===== config.mk =====
export PLATFORM = sky130hd
export DESIGN_NAME = if_fetch_queue
export DESIGN_NICKNAME = d
export VERILOG_FILES = /design/src/rtl/if_fetch_queue.sv
export SDC_FILE = /design/constraint.sdc
export NUM_CORES = 1
export LEC_CHECK = 0
export BUFFER_PORTS_ARGS = -buffer_cell sky130_fd_sc_hd__buf_2
export CORE_ASPECT_RATIO = 1.2
export CORE_MARGIN = 1.5
export CORE_UTILIZATION = 45
export DETAILED_ROUTE_END_ITERATION = 10
export HOLD_SLACK_MARGIN = 0.02
export SYNTH_ARGS = -nofsm -noshare
export SYNTH_HDL_FRONTEND = slang
export SYNTH_SLANG_ARGS = --single-unit
export TNS_END_PERCENT = 20

===== constraint.sdc =====
create_clock -name clk -period 10.9 [get_ports clk]
set_input_delay 1.09 -clock clk [delete_from_list [all_inputs] [get_ports clk]]
set_output_delay 1.09 -clock clk [all_outputs]
set_load 0.005 [all_outputs]

===== src/rtl/if_fetch_queue.sv =====
`default_nettype none
// ===========================================================================
// if_fetch_queue -- instruction fetch with immediate pre-decode, branch
// prediction and a circular instruction queue. Optional macro: IF_BHT_PREDICT_EN.
// Revision: 1.0
// ===========================================================================
module if_fetch_queue #(
  parameter int          IQ_DEPTH_LOG = 3,
  parameter int          BHT_IDX_W    = 6,
  parameter logic [31:0] RESET_PC     = 32'h0
) (
  input  logic        clk,
  input  logic        rst,
  input  logic        rdy,
  output logic [31:0] pc_req,
  output logic        pc_req_valid,
  input  logic [31:0] ins_in,
  input  logic        ins_in_valid,
  output logic        out_valid,
  input  logic        out_ready,
  output logic [31:0] out_ins,
  output logic [31:0] out_pc,
  output logic [31:0] out_imm,
  output logic        out_pred_taken,
  input  logic        redirect_valid,
  input  logic [31:0] redirect_pc,
  input  logic        bht_upd_valid,
  input  logic [31:0] bht_upd_pc,
  input  logic        bht_upd_taken
);

  localparam int PTR_W = IQ_DEPTH_LOG;
  localparam int CNT_W = IQ_DEPTH_LOG + 1;
  localparam int DEPTH = 1 << IQ_DEPTH_LOG;
  localparam logic [CNT_W-1:0] DEPTH_CNT = CNT_W'(DEPTH);

  localparam logic [6:0] OP_LUI    = 7'b0110111;
  localparam logic [6:0] OP_AUIPC  = 7'b0010111;
  localparam logic [6:0] OP_JAL    = 7'b1101111;
  localparam logic [6:0] OP_JALR   = 7'b1100111;
  localparam logic [6:0] OP_BRANCH = 7'b1100011;
  localparam logic [6:0] OP_LOAD   = 7'b0000011;
  localparam logic [6:0] OP_STORE  = 7'b0100011;
  localparam logic [6:0] OP_IMM    = 7'b0010011;

  typedef enum logic [1:0] {
    S_IDLE  = 2'd0,
    S_WAIT  = 2'd1,
    S_STALL = 2'd2
  } state_t;

  state_t             state_q, state_d;
  logic [31:0]        pc_q, pc_d;
  logic [31:0]        pc_req_q, pc_req_d;
  logic               pc_req_valid_q, pc_req_valid_d;
  logic [PTR_W-1:0]   head_q, head_d, tail_q, tail_d;
  logic [CNT_W-1:0]   count_q, count_d;
  logic               drop_q, drop_d;

  logic [31:0]        iq_ins_q  [DEPTH];
  logic [31:0]        iq_ins_d  [DEPTH];
  logic [31:0]        iq_pc_q   [DEPTH];
  logic [31:0]        iq_pc_d   [DEPTH];
  logic [31:0]        iq_imm_q  [DEPTH];
  logic [31:0]        iq_imm_d  [DEPTH];
  logic               iq_pred_q [DEPTH];
  logic               iq_pred_d [DEPTH];

  logic [31:0]        dec_imm;
  logic               is_jal, is_branch, is_jalr;
  logic               bht_taken;
  logic               pred_taken;
  logic               enq, deq;

  always_comb begin
    dec_imm   = '0;
    is_jal    = 1'b0;
    is_branch = 1'b0;
    is_jalr   = 1'b0;
    case (ins_in[6:0])
      OP_LUI, OP_AUIPC: dec_imm = {ins_in[31:12], 12'b0};
      OP_JAL: begin
        is_jal  = 1'b1;
        dec_imm = {{11{ins_in[31]}}, ins_in[31], ins_in[19:12], ins_in[20], ins_in[30:21], 1'b0};
      end
      OP_BRANCH: begin
        is_branch = 1'b1;
        dec_imm   = {{19{ins_in[31]}}, ins_in[31], ins_in[7], ins_in[30:25], ins_in[11:8], 1'b0};
      end
      OP_JALR: begin
        is_jalr = 1'b1;
        dec_imm = {{20{ins_in[31]}}, ins_in[31:20]};
      end
      OP_LOAD:  dec_imm = {{20{ins_in[31]}}, ins_in[31:20]};
      OP_STORE: dec_imm = {{20{ins_in[31]}}, ins_in[31:25], ins_in[11:7]};
      OP_IMM: begin
        if (ins_in[14:12] == 3'b001 || ins_in[14:12] == 3'b101)
          dec_imm = {27'b0, ins_in[24:20]};
        else
          dec_imm = {{20{ins_in[31]}}, ins_in[31:20]};
      end
      default: ;
    endcase
  end

`ifdef IF_BHT_PREDICT_EN
  localparam int BHT_N = 1 << BHT_IDX_W;
  logic [1:0]           bht_q [BHT_N];
  logic [1:0]           bht_d [BHT_N];
  logic [BHT_IDX_W-1:0] bht_rd_idx, bht_wr_idx;
  logic                 unused_bht_pc;

  assign bht_rd_idx    = pc_q[BHT_IDX_W+1:2];
  assign bht_wr_idx    = bht_upd_pc[BHT_IDX_W+1:2];
  assign bht_taken     = bht_q[bht_rd_idx][1];
  assign unused_bht_pc = ^{bht_upd_pc[31:BHT_IDX_W+2], bht_upd_pc[1:0]};

  // Write lands on the clock edge, so a same-cycle read still sees the old counter.
  always_comb begin
    bht_d = bht_q;
    if (rdy && bht_upd_valid) begin
      if (bht_upd_taken) begin
        if (bht_q[bht_wr_idx] != 2'b11) bht_d[bht_wr_idx] = bht_q[bht_wr_idx] + 2'd1;
      end else begin
        if (bht_q[bht_wr_idx] != 2'b00) bht_d[bht_wr_idx] = bht_q[bht_wr_idx] - 2'd1;
      end
    end
  end

  always_ff @(posedge clk or posedge rst) begin
    if (rst) begin
      for (int i = 0; i < BHT_N; i++) bht_q[i] <= 2'b01;
    end else begin
      bht_q <= bht_d;
    end
  end
`else
  logic unused_bht;
  assign bht_taken  = 1'b0;
  assign unused_bht = ^{bht_upd_valid, bht_upd_pc, bht_upd_taken};
`endif

  assign pred_taken = is_jal | (is_branch & bht_taken);

  always_comb begin
    state_d        = state_q;
    pc_d           = pc_q;
    pc_req_d       = pc_req_q;
    pc_req_valid_d = 1'b0;
    head_d         = head_q;
    tail_d         = tail_q;
    count_d        = count_q;
    drop_d         = drop_q;
    iq_ins_d       = iq_ins_q;
    iq_pc_d        = iq_pc_q;
    iq_imm_d       = iq_imm_q;
    iq_pred_d      = iq_pred_q;
    enq            = 1'b0;
    deq            = 1'b0;
    if (rdy) begin
      if (redirect_valid) begin
        pc_d    = redirect_pc;
        head_d  = '0;
        tail_d  = '0;
        count_d = '0;
        state_d = S_IDLE;
        // A response still outstanding must be swallowed when it finally arrives.
        if (ins_in_valid)          drop_d = 1'b0;
        else if (state_q == S_WAIT) drop_d = 1'b1;
      end else begin
        deq = out_valid && out_ready;
        case (state_q)
          S_IDLE: begin
            if (count_q < DEPTH_CNT) begin
              pc_req_valid_d = 1'b1;
              pc_req_d       = pc_q;
              state_d        = S_WAIT;
            end
          end
          S_WAIT: begin
            if (ins_in_valid && !drop_q) begin
              enq               = 1'b1;
              iq_ins_d[tail_q]  = ins_in;
              iq_pc_d[tail_q]   = pc_q;
              iq_imm_d[tail_q]  = dec_imm;
              iq_pred_d[tail_q] = pred_taken;
              if (is_jalr) begin
                state_d = S_STALL;
              end else begin
                state_d = S_IDLE;
                pc_d    = pred_taken ? (pc_q + dec_imm) : (pc_q + 32'd4);
              end
            end
          end
          default: ;
        endcase
        if (ins_in_valid && drop_q) begin
          drop_d = 1'b0;
          if (state_q == S_WAIT) state_d = S_IDLE;
        end
        if (enq) tail_d = tail_q + PTR_W'(1);
        if (deq) head_d = head_q + PTR_W'(1);
        count_d = count_q + CNT_W'(enq) - CNT_W'(deq);
      end
    end
  end

  always_ff @(posedge clk or posedge rst) begin
    if (rst) begin
      state_q        <= S_IDLE;
      pc_q           <= RESET_PC;
      pc_req_q       <= RESET_PC;
      pc_req_valid_q <= 1'b0;
      head_q         <= '0;
      tail_q         <= '0;
      count_q        <= '0;
      drop_q         <= 1'b0;
    end else begin
      state_q        <= state_d;
      pc_q           <= pc_d;
      pc_req_q       <= pc_req_d;
      pc_req_valid_q <= pc_req_valid_d;
      head_q         <= head_d;
      tail_q         <= tail_d;
      count_q        <= count_d;
      drop_q         <= drop_d;
    end
  end

  // Payload storage needs no reset: out_valid qualifies every read.
  always_ff @(posedge clk) begin
    iq_ins_q  <= iq_ins_d;
    iq_pc_q   <= iq_pc_d;
    iq_imm_q  <= iq_imm_d;
    iq_pred_q <= iq_pred_d;
  end

  assign pc_req         = pc_req_q;
  assign pc_req_valid   = pc_req_valid_q;
  assign out_valid      = (count_q != '0);
  assign out_ins        = iq_ins_q[head_q];
  assign out_pc         = iq_pc_q[head_q];
  assign out_imm        = iq_imm_q[head_q];
  assign out_pred_taken = iq_pred_q[head_q];

endmodule
`default_nettype wire

==> impl_results.md, run 1 <==
* Peak supply drop at 169 uV
* Logic pwr share at 17.9%
* Adder-Cell Fraction of Synth Area at 1.50%
* Netlist Area Pre-Place at 35,200 sq um
* Worst-Skew Late Latency at 0.65 ns
* Postcts setup bufs at 0
* Starting Density at 45.4%
* Pin count of the biggest net entering global routing at 117
* Syn nets at 2,012
* Data arrival time at the worst-slack endpoint at 6.19 ns
* Met1 Usage GRT at 28.6%
* WL per Instance at 26.1 microns
* Worst R2R Start: state_q[1]
* Synth unique cells at 66
* Pre-antenna DRT Iters at 7
* Tot Pwr at 8330 uW
* Data required time of the worst path at 11.40 ns
* Most used cell along the critical path: a21o_1
* Hold WC Path Type: register to register
* Register area at 25,300 sq um
* Pre-CTS WS at 4.62 ns
* Max stage delay cell, worst path: buf_4
* Multiplexer share of the synthesized area at 16.6%
* Diode count at 0
* RD Place Congestion at 0.879
* Vias at 18,471
* Number of buffers created by CTS at 86
* Area share of and/or/nand/nor cells after synthesis at 3.23%
* Startpoint types: input port
* Syn-to-layout area delta at 14.2%
* Routed WL at 83.2 mm
* Filler cell count at 6,284
* Worst path max stage delay at 0.49 ns
* Final WS setup at 5.21 ns
* Slew Limit Fails at 0
* Most frequent cells in the layout: edfxtp_1, buf_2, mux4_2
* Setup violators final at 0
* Core ar. at 77,600 sq um
* Height of the die at 309 microns
* Syn Area/Cell at 18.9 sq um
* Share of post-route cells with drive strength above 1 at 32.5%
* GRT met2 Usage at 35.7%
* Die X at 258 microns
* GRT met3 Usage at 2.97%
* Switching Share at 25.7%
* Worst setup startpoint: ins_in[6]
* Multi-input logic area at 9600 sq um
* CP endpoint: pc_q[25]
* Worst clock skew at 0.0308 ns
* Most used routing layer: met2
* Fin crit share at 52.2%
* Switch Pwr at 2140 uW
* First-pass GRT wire length at 123 mm
* DR vias/cell at 5.79
* Crit path cell chain: buf_2, nand4_1, inv_1, nand3_2, clkinv_1, buf_4, or2_1, a21o_1, ha_1, a21oi_1, o21ai_0, a31oi_1, nand2_1, or2_1, a21o_1, a21o_1, a221oi_1, xor2_1, a31oi_1
* Reg clk slew, reported paths at 0.06 ns
* Fin nets at 2,241
* Main combinational cell family by area after synthesis: multiplexers
* Final core utilization at 51.8%
* DR iter-0 viols at 1,384
* Worst Path Max Fanout at 52
* H-tree depth at 3
* Post-synth EDFFs at 776
* Worst hold margin at 0.501 ns
* Total grt overflow at 0
* Port bufs at 200
* Hold Vio Cnt, Final at 0
* Final HPWL DP at 48.3 mm
* Sequential Power Share at 47.6%
* P_int at 6190 uW
* Clock root buffer master: clkbuf_16
* Reg2Reg Depth at 7
* Vias in the first global route at 19,167
* RSZ-0062 raised after global routing: false
* Clk pwr share at 34.5%
* Pwr Density at 207 nW/um^2
* Setup_tns at 0 ns
* IO Pins at 235
* Crit Path Class: input port to register
* Initial antenna violation count at 2
* Full die area at 79,900 sq um
* Tightest Pin Transition at 1.14 ns
* Max-Cap Viols at 0
* Total track usage at 21.1%
* Fmax at 176 MHz
* FF-to-FF End: iq_pc_q[50]
* LEAKAGE at 0.0136 uW
* Share of flip-flops with an asynchronous set or reset at 9.13%
* Hold_buf cts at 0
* DR DRC count at 0
* Post-route minimum period at 5.69 ns
* Xor/xnor share of the synthesized area at 1.29%
* CTS Sinks at 854
* Yosys reg bits at 854
* Row count at 112
* Commonest register cell after synthesis: edfxtp_1
* Synth warn at 0
* Clock buffer depth at 3
* Max transition margin at 23.9%
* CTS tree: yes
* Mapped Cells at 1,867
* Crit. End Element: register
* Compound-Gate Fraction of Synth Area at 4.46%
* Routed Antenna Nets at 0
* R2R Setup Slk at 7.20 ns
* # resized after CTS at 0
* Status: finished, final reports clean
* Seq/Total Area, Yosys at 71.7%
* Commonest non-fill, non-tap cell in the layout: edfxtp_1
[area by class of cell]
type,count,share of cell area [%]
clock buffer,108,5.63
inverter,24,0.227
tap,1026,3.19
clock inverter,48,1.18
multi-input combinational,899,23.9
timing repair buffer,231,3.10
sequential,854,62.8
[per-stage QoR]
stage                     instances  cell area (sq um)
after floorplan                1867              35200
after global placement         3034              37500
after detailed placement       3034              37500
after CTS                      3190              40200
after global routing           3190              40200
final                          3190              40200
[worst max-delay path: cells and delay by family]
kind                     cells  cell delay [ns]
AO/OA/AOI/OAI                8             1.95
XOR/XNOR                     1             0.21
adder cells (fa/ha/maj)      1             0.38
buffers and inverters        4             1.08
AND/OR/NAND/NOR              5             1.46
[sequential cells by signal, indices dropped and copies added (netlist names)]
name and count:
drop_q 1, pc_q 32, iq_imm_q 256, pc_req_valid 1
state_q 2, iq_ins_q 256, iq_pc_q 256, iq_pred_q 8
head_q 3, pc_req 32, count_q 4, tail_q 3
[power groups by stage]
stage / sequential, uW / clock, uW / combinational, uW
2_1_floorplan: 3910 / 0 / 1090
3_3_place_gp: 4030 / 0 / 1520
3_5_place_dp: 4040 / 0 / 1530
4_1_cts: 3970 / 2940 / 1540
5_1_grt: 3990 / 3070 / 1640
6_report: 3960 / 2880 / 1490
[Yosys cell counts, types with 4 or more instances]
| cell type | n | area [sq um] |
|---|---|---|
| buf_1 | 29 | 109 |
| a211oi_1 | 21 | 158 |
| xnor2_1 | 36 | 315 |
| ha_1 | 39 | 488 |
| and3_1 | 10 | 62.6 |
| inv_1 | 24 | 90.1 |
| or3_1 | 4 | 25.0 |
| mux2_2 | 129 | 1450 |
| nand2b_1 | 5 | 31.3 |
| nor2_1 | 68 | 255 |
| xor2_1 | 16 | 140 |
| a22o_1 | 7 | 61.3 |
| a21oi_1 | 66 | 330 |
| edfxtp_1 | 776 | 23300 |
| a31oi_1 | 8 | 50.1 |
| and2_1 | 4 | 25.0 |
| nor3_1 | 11 | 55.1 |
| and4_1 | 4 | 35.0 |
| dfrtp_1 | 78 | 1950 |
| o21bai_1 | 4 | 30.0 |
| o22ai_1 | 6 | 37.5 |
| nand3_1 | 24 | 120 |
| a21o_1 | 32 | 240 |
| nand2_1 | 68 | 255 |
| mux4_2 | 194 | 4370 |
| o21ai_0 | 59 | 295 |
| clkbuf_1 | 59 | 221 |
| nor2b_1 | 15 | 93.8 |
| o211ai_1 | 9 | 67.6 |
| nand4_1 | 10 | 62.6 |
[cells by family (layout without fill, tap and decap cells)]
kind of cell	after synthesis	count (layout)
AOI/OAI and AO/OA	244	244
xor gates and xnor gates	52	52
adders and majority gates	41	41
buffers and inverters	114	411
DFF	854	854
muxes	324	324
and+or+nand+nor	238	238
[metal layers]
layer  routed length (microns)  part of all wire, %
met1                     35500                   43
met2                     41700                   50
met3                      4430                  5.3
met4                      1510                  1.8
met5                        27                0.032
[worst min-delay path by stage]
stage / cells after the start / slack, ns / to / start
5_1_grt: 1 / 0.52 / pc_req[1] / pc_req[1]
3_5_place_dp: 1 / 0.49 / pc_req[6] / pc_req[6]
4_1_cts: 1 / 0.51 / pc_req[6] / pc_req[6]
2_1_floorplan: 1 / 0.48 / state_q[0] / state_q[0]
3_3_place_gp: 1 / 0.49 / pc_req[9] / pc_req[9]
6_report: 1 / 0.50 / pc_req[6] / pc_req[6]
Power figures use the tool's default switching activity.
==> run 2: changes to the inputs <==
==> constraint.sdc (replaced) <==
create_clock -name clk -period 4.7 [get_ports clk]
set_input_delay 0.47 -clock clk [delete_from_list [all_inputs] [get_ports clk]]
set_output_delay 0.47 -clock clk [all_outputs]
set_load 0.005 [all_outputs]
==> run 2 against run 1 <==
  * Die area unchanged
  * Total power increased by 130%
  * Clock-buffer cell count increased by 4
  * Cell count increased by 1.3%
  * Critical path depth unchanged
  * Global-route usage increased by 0.29 points
  * Critical path type unchanged
  * Critical endpoint is now pc_q[31]
==> impl_results.md, run 2 (synthesized netlist as in run 1, its figures left out) <==
* Status: finished, final reports clean
* Hold Path End: drop_q
* Syn-to-layout area delta at 15.7%
* First-pass GRT wire length at 125 mm
* Data required time of the worst path at 5.20 ns
* DR vias/cell at 5.77
* IO Pins at 235
* Crit path cell chain: buf_2, nand4bb_1, o21ai_0, a21oi_1, o21ai_0, nor2_1, nor2b_1, buf_4, ha_1, and3_1, and4_1, o211ai_1, a21oi_1, o211ai_1, a31oi_1, nor4_1, a311oi_1, mux2i_1, a31oi_1
* Diode count at 0
* Final WS setup at 0.487 ns
* LEAKAGE at 0.0139 uW
* Crit Path Class: input port to register
* Reg2Reg Depth at 12
* Final HPWL DP at 50.0 mm
* Worst Path Max Fanout at 9
* Worst path max stage delay at 0.55 ns
* Slew Limit Fails at 0
* Fin crit share at 89.6%
* CP delay by family, top: compound AO/OA/AOI/OAI gates
* Pin count of the biggest net entering global routing at 72
* Worst-Skew Late Latency at 0.64 ns
* Total grt overflow at 0
* Post-DP Area at 38,000 sq um
* Final Cell Area at 40,700 sq um
* DR DRC count at 0
* Die X at 258 microns
* Fmax at 237 MHz
* Worst hold margin at 0.0587 ns
* Vias at 18,659
* Worst R2R Start: pc_q[0]
* Crit. End Element: register
* Worst setup startpoint: ins_in[2]
* Full die area at 79,900 sq um
* Hold Vio Cnt, Final at 0
* Number of buffers created by CTS at 85
* Max transition margin at 39.6%
* Hold wc startpoint: ins_in_valid
* Tot Pwr at 19,400 uW
* CTS Sinks at 854
* Peak supply drop at 325 uV
* R2R Setup Slk at 1.19 ns
* Row count at 112
* Clock root buffer master: clkbuf_16
* Routed WL at 84.0 mm
* Hold WC Path Type: input port to register
* Startpoint types: input port
* Data arrival time at the worst-slack endpoint at 4.71 ns
* Post-route minimum period at 4.21 ns
* Fin nets at 2,281
* WL per Instance at 26.0 microns
* FF-to-FF End: pc_q[26]
* Worst clock skew at 0.0218 ns
* Tightest Pin Transition at 0.906 ns
* Core ar. at 77,600 sq um
* Pwr Density at 477 nW/um^2
* Setup violators final at 0
* # resized after CTS at 0
* Starting Density at 45.4%
* Clock buffer depth at 3
* CTS tree: yes
* DR iter-0 viols at 1,505
* Commonest non-fill, non-tap cell in the layout: edfxtp_1
* Pre-CTS WS at 0.00602 ns
* RD Place Congestion at 0.858
* RSZ-0062 raised after global routing: false
* Filler cell count at 6,186
* Vias in the first global route at 19,439
* Pre-antenna DRT Iters at 5
* H-tree depth at 3
* Hold depth at 2
* Most frequent cells in the layout: edfxtp_1, buf_2, mux4_2
* Port bufs at 200
* Reg clk slew, reported paths at 0.06 ns
* Height of the die at 309 microns
* Share of post-route cells with drive strength above 1 at 33.3%
* Initial antenna violation count at 2
* Max-Cap Viols at 0
* Largest regs: iq_imm_q x256, iq_ins_q x256, iq_pc_q x256
* Max stage delay cell, worst path: nor2_1
* Total track usage at 21.4%
* Crit path buf inv count at 2
* Routed Antenna Nets at 0
==> run 2: worst max path at each step <==
stage,end,slack [ns],cells after the start
after global placement,pc_q[31],0.07,19
final,pc_q[31],0.49,19
after floorplan,iq_imm_q[160],-1.22,5
after global routing,pc_q[31],0.12,19
after detailed placement,pc_q[31],0.006,19
after CTS,pc_q[31],0.66,19
==> run 2: report_power, final <==
group	internal (uW)	leakage [uW]	switching, uW
clock	3840	0.00133	2810
combinational	1940	0.00452	1620
sequential	8650	0.00801	542
total	14400	0.0139	4980
==> run 2: timing repair <==
action | CTS | global route
hold buffers | 1 | 0
endpoints found under the hold margin | 35 | 0
setup endpoints to repair | 0 | 0
buffers inserted | 0 | 0
==> run 2: layer usage <==
metal / up-vias / track usage (%) / wire [microns]
met5: - / 0 / 20
met4: 4 / 5.78 / 1510
met3: 105 / 3.55 / 4940
met2: 570 / 35.4 / 41200
met1: 9851 / 29.5 / 36400
li1: 8129 / - / -
==> run 2: final cells by class <==
cell class                 instances  area (sq um)  area share [%]
timing repair buffer             272          1770            4.34
clock inverter                    46           385           0.946
tap                             1026          1280            3.15
multi-input combinational        899          9610            23.6
sequential                       854         25300            62.0
clock buffer                     112          2340            5.75
inverter                          24          91.3           0.224
==> run 2: worst reg2reg max path: cells and delay by family (launching register included) <==
family,cells,cell delay (ns)
AOI/OAI and AO/OA,8,1.66
xor gates and xnor gates,1,0.20
adders and majority gates,2,0.72
DFF,1,0.52
and+or+nand+nor,1,0.28
==> run 2: stage by stage <==
step,std cells,util (%),setup TNS (ns)
after global routing,3233,52.5,0
after detailed placement,3074,49.0,0
after CTS,3233,52.5,0
after floorplan,1867,-,-805.53
final,3233,52.5,0
after global placement,3074,49.0,0
==> run 3: changes to the inputs <==
--- a/config.mk
+++ b/config.mk
@@ -11,6 +11,7 @@
 export CORE_UTILIZATION = 45
 export DETAILED_ROUTE_END_ITERATION = 10
 export HOLD_SLACK_MARGIN = 0.02
+export PLACE_DENSITY = 0.67
 export SYNTH_ARGS = -nofsm -noshare
 export SYNTH_HDL_FRONTEND = slang
 export SYNTH_SLANG_ARGS = --single-unit
==> run 3 against run 2 <==
  * Fmax increased by 1.1%
  * Global-route usage barely moved
  * Total power shrank 1.4%
  * First-iteration DRC count up 3.3%
  * Critical path depth unchanged
  * Worst hold slack improved by 0.088 ns
  * Clock power shrank 4.7%
  * Sequential power is essentially flat
  * Largest cell class unchanged
  * Die area stayed put
  * Worst setup slack improved by 0.045 ns
==> impl_results.md, run 3 (synthesized netlist as in run 1, its figures left out) <==
* Height of the die at 309 microns
* Final core utilization at 52.4%
* Full die area at 79,900 sq um
* Reg clk slew, reported paths at 0.06 ns
* Register area at 25,300 sq um
* DR vias/cell at 5.78
* Met1 Usage GRT at 29.0%
* CTS tree: yes
* Worst clock skew at 0.0179 ns
* Setup violators final at 0
* Crit Path Class: input port to register
* Non-filler instance count after layout at 3,241
* RD Place Congestion at 0.853
* Worst Path Max Fanout at 9
* Fin crit share at 88.7%
* CTS Sinks at 854
* Final HPWL DP at 51.6 mm
* Initial antenna violation count at 1
* Most used routing layer: met2
* Commonest non-fill, non-tap cell in the layout: edfxtp_1
* Data required time of the worst path at 5.18 ns
* GRT met3 Usage at 3.64%
* Crit path buf inv count at 2
* Hold Vio Cnt, Final at 0
* Fmax at 240 MHz
* Share of post-route cells with drive strength above 1 at 34.1%
* Tightest Pin Transition at 1.05 ns
* Hold WC Path Type: input port to register
* H-tree depth at 3
* Data arrival time at the worst-slack endpoint at 4.65 ns
* Pin count of the biggest net entering global routing at 85
* RSZ-0062 raised after global routing: false
* Max transition margin at 29.9%
* Hold wc startpoint: redirect_pc[20]
* Vias in the first global route at 19,395
* Syn-to-layout area delta at 15.6%
* Most frequent cells in the layout: edfxtp_1, buf_2, mux4_2
* Row count at 112
* Fin nets at 2,290
* WL per Instance at 26.0 microns
* Pre-antenna DRT Iters at 5
* Total grt overflow at 0
* Startpoint types: input port
* Worst path max stage delay at 0.57 ns
* Multi-input logic area at 9610 sq um
* Post-route minimum period at 4.17 ns
* DR DRC count at 0
* Total track usage at 21.4%
* Number of buffers created by CTS at 84
* CP delay by family, top: simple AND/OR/NAND/NOR gates
* Peak supply drop at 290 uV
* Pwr Density at 471 nW/um^2
* DR iter-0 viols at 1,554
* IO Pins at 235
* GRT met2 Usage at 35.8%
* Postcts setup bufs at 0
* Worst setup startpoint: ins_in[2]
* Max stage delay cell, worst path: nor2b_1
* Core ar. at 77,600 sq um
* Die X at 258 microns
* LEAKAGE at 0.0139 uW
* Crit. End Element: register
* Filler cell count at 6,167
* Clock buffer depth at 3
* First-pass GRT wire length at 125 mm
* # resized after CTS at 0
* Routed Antenna Nets at 0
* Starting Density at 45.4%
* Vias at 18,743
* Status: finished, final reports clean
* Port bufs at 200
* Largest regs: iq_imm_q x256, iq_ins_q x256, iq_pc_q x256
* Worst-Skew Late Latency at 0.63 ns
* Max-Cap Viols at 0
* Post-Place Cells at 3,083
* Hold_buf cts at 2
* Routed WL at 84.4 mm
* Crit path cell chain: buf_2, nand4bb_1, nor2_1, a21oi_1, o21ai_0, nor2_1, buf_4, nor2b_1, ha_1, and3_1, and4_1, o211ai_1, a21oi_1, or2_1, a21o_1, a21o_1, a221oi_1, xor2_1, a31oi_1
* Worst R2R Start: pc_q[0]
* Clock root buffer master: clkbuf_16
* Slew Limit Fails at 0
==> run 3: cell types whose count changed in the layout (fill, tap and decap cells not counted), sizes merged <==
cell,before,now
bufinv,6,1
clkbuf,112,111
inv,23,26
clkinvlp,2,4
dlygate4sd3,1,2
diode,0,1
buf,271,280
clkinv,39,37
==> run 3: area by class of cell <==
| type | instances | area share (%) |
|---|---|---|
| Timing Repair Buffer | 282 | 4.54 |
| Clock buffer | 111 | 5.72 |
| Inverter | 24 | 0.224 |
| Tap cell | 1026 | 3.15 |
| Multi-Input combinational cell | 899 | 23.6 |
| Sequential cell | 854 | 62.1 |
| Clock inverter | 44 | 0.673 |
| Antenna cell | 1 | 0.00615 |
==> run 3: worst paths after layout <==
kind | slack (ns) | to | depth (start not counted)
max in group asynchronous | 3.11 | pc_q[0] | 4
min in group asynchronous | 0.55 | pc_req[2] | 3
hold / removal | 0.15 | pc_q[20] | 3
setup / recovery | 0.53 | pc_q[25] | 19
setup reg to reg | 1.09 | pc_q[26] | 12
hold reg to reg | 0.50 | pc_req[0] | 1
==> run 3: power by group <==
group / internal [uW] / switching (uW)
clock: 3550 / 2800
combinational: 1960 / 1670
sequential: 8650 / 522
==> run 3: metal layers <==
| metal | vias up | share of wire [%] |
|---|---|---|
| li1 | 8135 | - |
| met4 | 2 | 2.2 |
| met2 | 660 | 50 |
| met1 | 9827 | 41 |
| met5 | - | 0.012 |
| met3 | 119 | 6.5 |
==> run 3: worst min-delay path: stages <==
cell	delay, ns
buf_2	0.10
nand3_1	0.09
nand3_1	0.08
==> run 3: metrics by stage <==
step	hold slack [ns]	cell area (sq um)	TNS, ns	setup WS (ns)	power, uW
CTS	0.109	40700	0	0.596	19400
finish	0.146	40700	0	0.532	19200
global placement	0.490	38100	-0.0225	-0.0225	13000
floorplan	0.478	35200	-805.53	-1.22	11600
detailed placement	0.491	38100	-0.0503	-0.0446	13000
global route	0.152	40700	0	0.109	20000
